<file path="config.mk">
export PLATFORM = sky130hd
export DESIGN_NAME = store_buffer_flat
export DESIGN_NICKNAME = d
export VERILOG_FILES = /design/src/rtl/store_buffer_pkg.sv /design/src/rtl/store_buffer_if.sv /design/src/rtl/store_buffer_cmp.sv /design/src/rtl/store_buffer.sv /design/src/flat_wrapper.sv
export SDC_FILE = /design/constraint.sdc
export NUM_CORES = 1
export LEC_CHECK = 0
export BUFFER_PORTS_ARGS = -buffer_cell sky130_fd_sc_hd__buf_2
export CAP_MARGIN = 20
export CORE_ASPECT_RATIO = 1.1
export CORE_MARGIN = 1.5
export CORE_UTILIZATION = 40
export CTS_BUF_LIST = sky130_fd_sc_hd__clkbuf_16
export DETAILED_ROUTE_END_ITERATION = 16
export PLACE_DENSITY = 0.67
export SYNTH_ARGS = -nofsm -noshare
export SYNTH_HDL_FRONTEND = slang
export SYNTH_HIERARCHICAL = 1
export SYNTH_SLANG_ARGS = --single-unit
</file>
<file path="constraint.sdc">
create_clock -name clk_i -period 6.3 [get_ports clk_i]
set_input_delay 0.315 -clock clk_i [delete_from_list [all_inputs] [get_ports clk_i]]
set_output_delay 0.315 -clock clk_i [all_outputs]
set_load 0.01 [all_outputs]
</file>
<file path="src/rtl/store_buffer_pkg.sv">
// Shared types and default sizing for the MEM-stage posted store buffer.
// The store beat bus and the buffered entry are defined here so both sides agree on widths.
package store_buffer_pkg;

   localparam int SB_ADDR_W = 32;
   localparam int SB_DATA_W = 32;
   localparam int SB_DEPTH  = 4;

   typedef struct packed {
      logic [SB_ADDR_W-1:0]   addr;
      logic [SB_DATA_W-1:0]   w_data;
      logic [SB_DATA_W/8-1:0] write_en;
   } mem_cntrl_bus_t;

   typedef struct packed {
      logic [SB_ADDR_W-3:0]   word_addr;
      logic [SB_DATA_W-1:0]   data;
      logic [SB_DATA_W/8-1:0] be;
   } sb_entry_t;

endpackage

</file>
<file path="src/rtl/store_buffer_if.sv">
// Data-memory write port used by the store buffer to drain entries (req/gnt handshake).
interface store_buffer_if
   import store_buffer_pkg::*;
#(
   parameter int ADDR_W = SB_ADDR_W,
   parameter int DATA_W = SB_DATA_W
);
   logic                  req;
   logic [ADDR_W-1:0]     addr;
   logic [DATA_W-1:0]     wdata;
   logic [DATA_W/8-1:0]   be;
   logic                  gnt;

   modport master (output req, addr, wdata, be, input gnt);
   modport slave  (input req, addr, wdata, be, output gnt);
endinterface

</file>
<file path="src/rtl/store_buffer_cmp.sv">
// Per-entry load overlap compare: same word and at least one shared byte lane.
module store_buffer_cmp #(
   parameter int WA_W = 30,
   parameter int BE_W = 4
) (
   input  logic            vld,
   input  logic [WA_W-1:0] ent_word,
   input  logic [BE_W-1:0] ent_be,
   input  logic [WA_W-1:0] ld_word,
   input  logic [BE_W-1:0] ld_be,
   output logic            hit
);
   assign hit = vld && (ent_word == ld_word) && (|(ent_be & ld_be));
endmodule

</file>
<file path="src/rtl/store_buffer.sv">
// In-order posted store buffer: queues byte-enabled store beats, drains them over req/gnt,
// and raises a load hazard while a pending store covers any byte the load wants.
module store_buffer
   import store_buffer_pkg::*;
#(
   parameter int DEPTH  = SB_DEPTH,
   parameter int ADDR_W = SB_ADDR_W,
   parameter int DATA_W = SB_DATA_W
) (
   input  logic                      clk_i,
   input  logic                      rst_ni,
   input  logic                      st_valid_i,
   input  mem_cntrl_bus_t            st_i,
   output logic                      st_ready_o,
   input  logic                      ld_valid_i,
   input  logic [ADDR_W-1:0]         ld_addr_i,
   input  logic [DATA_W/8-1:0]       ld_be_i,
   output logic                      ld_hazard_o,
   store_buffer_if.master            mem,
   output logic                      empty_o,
   output logic [$clog2(DEPTH):0]    count_o
);
   localparam int PTR_W = $clog2(DEPTH);
   localparam int CNT_W = PTR_W + 1;
   localparam int BE_W  = DATA_W / 8;

   sb_entry_t              ent_q [DEPTH];
   logic [DEPTH-1:0]       vld_q;
   logic [PTR_W-1:0]       wr_ptr_q, rd_ptr_q;
   logic [CNT_W-1:0]       count_q;
   logic                   full, empty, push, pop;
   logic [DEPTH-1:0]       hit;
   logic                   unused_bits;

   assign full  = (count_q == CNT_W'(DEPTH));
   assign empty = (count_q == '0);

   // Ready depends only on occupancy so the store path never waits on the memory grant.
   assign st_ready_o = rst_ni && !full;
   assign push       = st_valid_i && st_ready_o && (|st_i.write_en);
   assign pop        = mem.req && mem.gnt;

   assign mem.req   = !empty;
   assign mem.addr  = {ent_q[rd_ptr_q].word_addr, 2'b00};
   assign mem.wdata = ent_q[rd_ptr_q].data;
   assign mem.be    = ent_q[rd_ptr_q].be;

   assign empty_o = empty;
   assign count_o = count_q;

   always_ff @(posedge clk_i) begin
      if (!rst_ni) begin
         vld_q    <= '0;
         wr_ptr_q <= '0;
         rd_ptr_q <= '0;
         count_q  <= '0;
      end else begin
         if (push) begin
            vld_q[wr_ptr_q] <= 1'b1;
            wr_ptr_q        <= wr_ptr_q + PTR_W'(1);
         end
         if (pop) begin
            vld_q[rd_ptr_q] <= 1'b0;
            rd_ptr_q        <= rd_ptr_q + PTR_W'(1);
         end
         count_q <= count_q + CNT_W'(push) - CNT_W'(pop);
      end
   end

   // Payload storage carries no reset; validity is tracked by vld_q and count_q.
   always_ff @(posedge clk_i) begin
      if (push) begin
         ent_q[wr_ptr_q].word_addr <= st_i.addr[ADDR_W-1:2];
         ent_q[wr_ptr_q].data      <= st_i.w_data;
         ent_q[wr_ptr_q].be        <= st_i.write_en;
      end
   end

   for (genvar g = 0; g < DEPTH; g++) begin : g_cmp
      store_buffer_cmp #(.WA_W(ADDR_W-2), .BE_W(BE_W)) u_cmp (
         .vld      (vld_q[g]),
         .ent_word (ent_q[g].word_addr),
         .ent_be   (ent_q[g].be),
         .ld_word  (ld_addr_i[ADDR_W-1:2]),
         .ld_be    (ld_be_i),
         .hit      (hit[g])
      );
   end

   // The entry popping this cycle still raises the hazard; the load simply retries.
   assign ld_hazard_o = ld_valid_i && (|hit);

   assign unused_bits = ^{st_i.addr[1:0], ld_addr_i[1:0]};

   a_no_push_full: assert property (@(posedge clk_i) disable iff (!rst_ni) push |-> !full);
   a_no_pop_empty: assert property (@(posedge clk_i) disable iff (!rst_ni) pop |-> !empty);
   a_count_range:  assert property (@(posedge clk_i) disable iff (!rst_ni) count_q <= CNT_W'(DEPTH));
   a_ld_st_excl:   assert property (@(posedge clk_i) disable iff (!rst_ni) !(ld_valid_i && st_valid_i));
   a_req_stable:   assert property (@(posedge clk_i) disable iff (!rst_ni)
      (mem.req && !mem.gnt) |=> (mem.req && $stable(mem.addr) && $stable(mem.wdata) && $stable(mem.be)));

endmodule

</file>
<file path="src/flat_wrapper.sv">
// flat-port wrapper written by rule: the top's interface ports become plain ports
module store_buffer_flat import store_buffer_pkg::*;
#(
   parameter int DEPTH  = SB_DEPTH,
   parameter int ADDR_W = SB_ADDR_W,
   parameter int DATA_W = SB_DATA_W
)
  (clk_i, rst_ni, st_valid_i, st_i, st_ready_o, ld_valid_i, ld_addr_i, ld_be_i, ld_hazard_o, empty_o, count_o, mem_req, mem_addr, mem_wdata, mem_be, mem_gnt);
  store_buffer_if #(.ADDR_W(ADDR_W), .DATA_W(DATA_W)) mem_i ();
  input  logic clk_i;
  input  logic rst_ni;
  input  logic st_valid_i;
  input  mem_cntrl_bus_t st_i;
  output logic st_ready_o;
  input  logic ld_valid_i;
  input  logic [ADDR_W-1:0] ld_addr_i;
  input  logic [DATA_W/8-1:0] ld_be_i;
  output logic ld_hazard_o;
  output logic empty_o;
  output logic [$clog2(DEPTH):0] count_o;
  output wire logic [$bits(mem_i.req)-1:0] mem_req;
  output wire logic [$bits(mem_i.addr)-1:0] mem_addr;
  output wire logic [$bits(mem_i.wdata)-1:0] mem_wdata;
  output wire logic [$bits(mem_i.be)-1:0] mem_be;
  input wire logic [$bits(mem_i.gnt)-1:0] mem_gnt;
  assign mem_req = mem_i.req;
  assign mem_addr = mem_i.addr;
  assign mem_wdata = mem_i.wdata;
  assign mem_be = mem_i.be;
  assign mem_i.gnt = mem_gnt;
  store_buffer #(.DEPTH(DEPTH), .ADDR_W(ADDR_W), .DATA_W(DATA_W)) u_core (.clk_i(clk_i), .rst_ni(rst_ni), .st_valid_i(st_valid_i), .st_i(st_i), .st_ready_o(st_ready_o), .ld_valid_i(ld_valid_i), .ld_addr_i(ld_addr_i), .ld_be_i(ld_be_i), .ld_hazard_o(ld_hazard_o), .mem(mem_i), .empty_o(empty_o), .count_o(count_o));
endmodule
</file>
* Word-level counts from Yosys, hierarchy flattened *
Memory sizes are Yosys's and may differ from the RTL's. A register that Yosys moved wholly into a read port is not among the register bits.
Cells that the tools add are included.

word-level totals
  register bits after elaboration = 11
  bits in latches = 0
  bits of input ports = 109
  logic and storage cells = 60
  output and inout port bits = 75
  memories kept = 1
  bits in read-only memories = 0
  RAM bits = 264

operators by class
  shifts and indexed selects = 0
  equality and inequality tests = 5
  order comparisons = 4
  multiply operators = 0
  bitwise logic cells = 7
  multiplexer cells = 11
  add/sub/neg operators = 4
  divide/modulo/power cells = 0
  reduce and logical (&&, ||, !) cells = 24

memory list
  name          words  bits a word  read ports  clocked after memory_dff  wr ports  RTL line            text
  u_core.ent_q  4      66           5           1                         1         store_buffer.sv:27  sb_entry_t ent_q [DEPTH];

operator list
  kind                                                               number
  equality test 30 bit                                               4
  OR reduction 4 bit                                                 6
  AND 4 bit                                                          5
  logical AND 1 bit                                                  15
  two-way mux 4 bit                                                  3
  < comparator 2 x 3 -> 1 bit, second input constant                 2
  adder 2 x 1 -> 2 bit, second input constant                        2
  demux 1 bit (select 2 bit)                                         2
  greater-or-equal comparator 2 x 1 -> 1 bit, second input constant  2
  two-way mux 1 bit                                                  4
  two-way mux 2 bit                                                  2
  NOT 4 bit                                                          1
  bitwise OR 4 bit                                                   1
  adder 3 x 1 -> 3 bit                                               1
  equality test 3 bit, second input constant                         1
  logical NOT 3 bit                                                  1
  subtractor 3 x 1 -> 3 bit                                          1
  logical NOT 1 bit                                                  2

* Depth between registers and ports, before layout *
  depth after elaboration = 9
  depth in mapped cells = 11
  mapped depth without buffers = 10

* Cells and area by module *
Netlist, hierarchy kept.

by module, submodules not included
  module            instances  seq. area each (sq um)  cells an instance  area each (sq um)
  store_buffer      1          8187.9                  424                10257.3
  store_buffer_cmp  4          0.0                     43                 352.8

* Worst setup path after synthesis *
No wires, ideal clock.

  path kind = register to register
  start = register u_core.count_q[1] (netlist: u_core/count_o[1])
  end = memory u_core/ent_q[0][0] in the netlist's numbering, enable pin
  path slack = 2.029 ns
  clock period less this slack = 4.271 ns
  arrival time = 3.781 ns
  stages on the path, launching flop included = 5
  required time = 5.809 ns
  buffers on the path = 1
  library setup time = 0.491 ns
  path through = dfxtp_1 > nor2_2 > a211o_1 > buf_6 > nor2_1

between the ends
  cells in the longest elaborated chain, start to end = 7

ends and longest elaborated chain
  element                                  RTL line            text
  start, declared                          store_buffer.sv:30  logic [CNT_W-1:0] count_q;
  start signal, assigned                   store_buffer.sv:66  count_q <= count_q + CNT_W'(push) - CNT_W'(pop);
  equality test 3 bit                      store_buffer.sv:35  assign full = (count_q == CNT_W'(DEPTH));
  logical NOT 1 bit                        store_buffer.sv:39  assign st_ready_o = rst_ni && !full;
  logical AND 1 bit                        store_buffer.sv:39
  logical AND 1 bit (2 in a row)           store_buffer.sv:40  assign push = st_valid_i && st_ready_o && (|st_i.write_en);
  two-way mux 1 bit                        store_buffer.sv:72  if (push) begin
  two-way mux 1 bit (implied by the code)  store_buffer.sv:75  ent_q[wr_ptr_q].be <= st_i.write_en;
  end, declared                            store_buffer.sv:27

Every way passes these cells.

==> metrics.yaml <==
clock_tree:
  root_buffer: "clkbuf_16"
  cts_sinks: 277
  clkTransAtPathRegs_ns: 0.06
  h-tree-depth: 1
  cts_buffer_depth: 3
  tritoncts: "done"
  clkLatencyLatePin_ns: 0.53
  postCtsSetupRepairBufs: 0
  cts_buffers: 29
min_path:
  hold_class: "input port to flop"
  min_path_cells: 1
  hp-start: "st_i[48]"
worst_setup_path:
  cp.arrival_ns: 2.90
  worstSetupPathType: "flop to output port"
  startpoint_type: "flop"
  cp_max_fo: 42
  rr_worst_depth: 4
  reg2reg_from: "u_core/count_o[1]$_SDFF_PN0_"
  end_kind: "output port"
  crit_required_ns: 5.98
  crit_chain: "buf_4, mux4_2, buf_2"
  cpMaxStageDelayCell: "buf_4"
  max_stage_delay_ns: 0.80
logic_synthesis:
  ys.flop_type: "edfxtp_1"
  synth.avg_cell_area_um2: 19.58
  ys_async_sr_fraction_pct: 0
  ys_warn_count: 6
  ys_ff_latch: 277
  synth_edf_count: 264
  yosysSeqAreaShare_pct: 70.17
  ys_types: 36
  netlist_area_mm2: 0.01167
  synthCells: 596
die:
  die_x_um: 165.9
  initial_core_util_pct: 40.65
  io_pins: 184
  coreArea_mm2: 0.02871
  rows: 65
  dieHeight_um: 182.1
  die-area_mm2: 0.03021
drt:
  dr.pass1.iters: 4
  drt-initial-drc-count: 357
  routed-via-count: 6338
  wire_per_inst_um: 20.12
  vias_per_cell: 5.074
  ant_nets: 0
  totalWireLength_mm: 25.12
  drcViolationCount: 0
timing:
  fin_skew_ns: 0.006034
  rsz0062_at_grt: "no"
  setup-violations-final: 0
  max_freq_mhz: 311.3
  layout_min_cycle_time_ns: 3.212
  setup_ws_ns: 3.088
  relSlewSlack_pct: 26.51
  worstMarginPinSlew_ns: 1.102
  tns_ns: 0
  hold_viol: 0
  slew_viol_final: 0
  min_period_over_period_pct: 50.99
global_route:
  grt_first_pass_wirelength_mm: 38.33
  grt_pass1_vias: 6687
  grt_usage_pct: 16.50
  gr-total-overflow: 0
  antenna_found_initial: 4
  grt_max_degree: 67
layout:
  final_common_cell: "edfxtp_1"
  nNetsFinal: 978
  drive_above_1_share_pct: 34.81
  final-seq-area_mm2: 0.008195
  area_delta_synth_final_pct: 24.50
  num-fill-cells: 2319
  multi_input_area_mm2: 0.003318
  final_cell_count_no_fill: 1249
  mostFrequentLayoutCells: "edfxtp_1 (264), buf_2 (177), mux4_2 (66)"
placement:
  hpwl_mm: 16.20
  place_ws_ns: 3.118
  gp_congestion: 0.7465
  numPortBuffers: 177
  dp.cells: 1132
power_and_ir_drop:
  vdd_drop_max_mv: 0.2552
  power_density_mw_per_mm2: 346.6
  p_leak_nw: 4.948
job:
  max_cap_violations: 0
status:
  run_status: "completed"
==> cells by family (layout without fill, tap and decap cells) <==
group	Yosys count	count (layout)	share of synthesized area, %
simple gates	60	60	3.110
buf+inv	35	317	1.683
mux	69	69	13.00
other cells	1	4	0.03214
flops	277	277	70.17
compound gates	21	21	1.608
fa+ha+maj	11	11	1.244
xor+xnor	122	122	9.157
==> worst max-delay path, delay by kind of cell, from the launching register on <==
family	cells	cell delay, ns
DFF	1	0.71
buffers and inverters	2	0.97
muxes	1	0.65
==> synth_stat cells, types with 2 or more instances <==
master | instances | share of area, %
xnor2_1 | 57 | 4.3
buf_2 | 7 | 0.30
nand2_1 | 2 | 0.064
a221oi_1 | 5 | 0.38
a22o_1 | 4 | 0.30
nor3_2 | 4 | 0.34
a221oi_2 | 3 | 0.39
xor2_1 | 65 | 4.9
dfxtp_1 | 13 | 2.2
nand3_1 | 4 | 0.17
buf_4 | 3 | 0.19
clkbuf_1 | 2 | 0.064
mux4_2 | 66 | 13
edfxtp_1 | 264 | 68
mux2i_1 | 3 | 0.26
nand4_1 | 16 | 0.86
inv_1 | 16 | 0.51
buf_6 | 6 | 0.58
ha_1 | 10 | 1.1
nor4_1 | 16 | 0.86
nor2_1 | 9 | 0.29
or4_1 | 4 | 0.26
o21ai_0 | 4 | 0.17
==> flip-flops by register name, summed over array words and instances, names as in the netlist, named ones only <==
| signal | count |
|---|---|
| u_core/wr_ptr_q | 2 |
| u_core/vld_q | 4 |
| u_core/count_o | 3 |
| u_core/rd_ptr_q | 2 |
| u_core/ent_q | 264 |
==> report_power, final <==
group          internal, mW  switching (mW)
Sequential             2.17           0.119
Clock                 0.951           0.669
Combinational         0.565           0.564
Total                  3.68            1.35
==> stage by stage <==
| step | total power, mW | hold slack [ns] | area (µm²) | utilization [%] |
|---|---|---|---|---|
| 2_1_floorplan | 3.043 | 0.4139 | 11670 | - |
| 3_3_place_gp | 3.442 | 0.4695 | 12980 | 45.23 |
| 3_5_place_dp | 3.451 | 0.4768 | 12980 | 45.23 |
| 4_1_cts | 5.120 | 0.002593 | 14520 | 50.59 |
| 5_1_grt | 5.280 | 0.01714 | 14530 | 50.59 |
| 6_report | 5.035 | 0.02489 | 14530 | 50.60 |
==> metal layers <==
layer  share of wire [%]  vias up  track usage [%]
met2                  49      197            27.50
met1                  42     3189            21.41
met3                 7.3       37            4.619
met5                0.11        -                0
li1                    -     2911                -
met4                 1.9        4            4.144
==> cell type report <==
cell class	instances	share of cell area [%]
timing repair buffer	248	10.85
multi-input combinational	285	22.84
tap	368	3.169
sequential	277	56.41
antenna	2	0.03445
clock inverter	23	1.257
clock buffer	29	4.995
inverter	17	0.4392
==> worst paths after layout <==
check | to | slack [ns]
hold / removal | u_core/ent_q[0][46]$_DFFE_PP_ | 0.02
setup reg to reg | u_core/ent_q[1][2]$_DFFE_PP_ | 3.26
hold reg to reg | u_core/vld_q[3]$_SDFF_PN0_ | 0.49
setup / recovery | mem_addr[30] | 3.09
==> repair_timing <==
| action | in CTS | in global routing |
|---|---|---|
| gates resized for setup | 0 | 0 |
| endpoints found under the hold margin | 252 | 0 |
| hold buffers | 63 | 0 |
(Power assumes the default switching activity.)
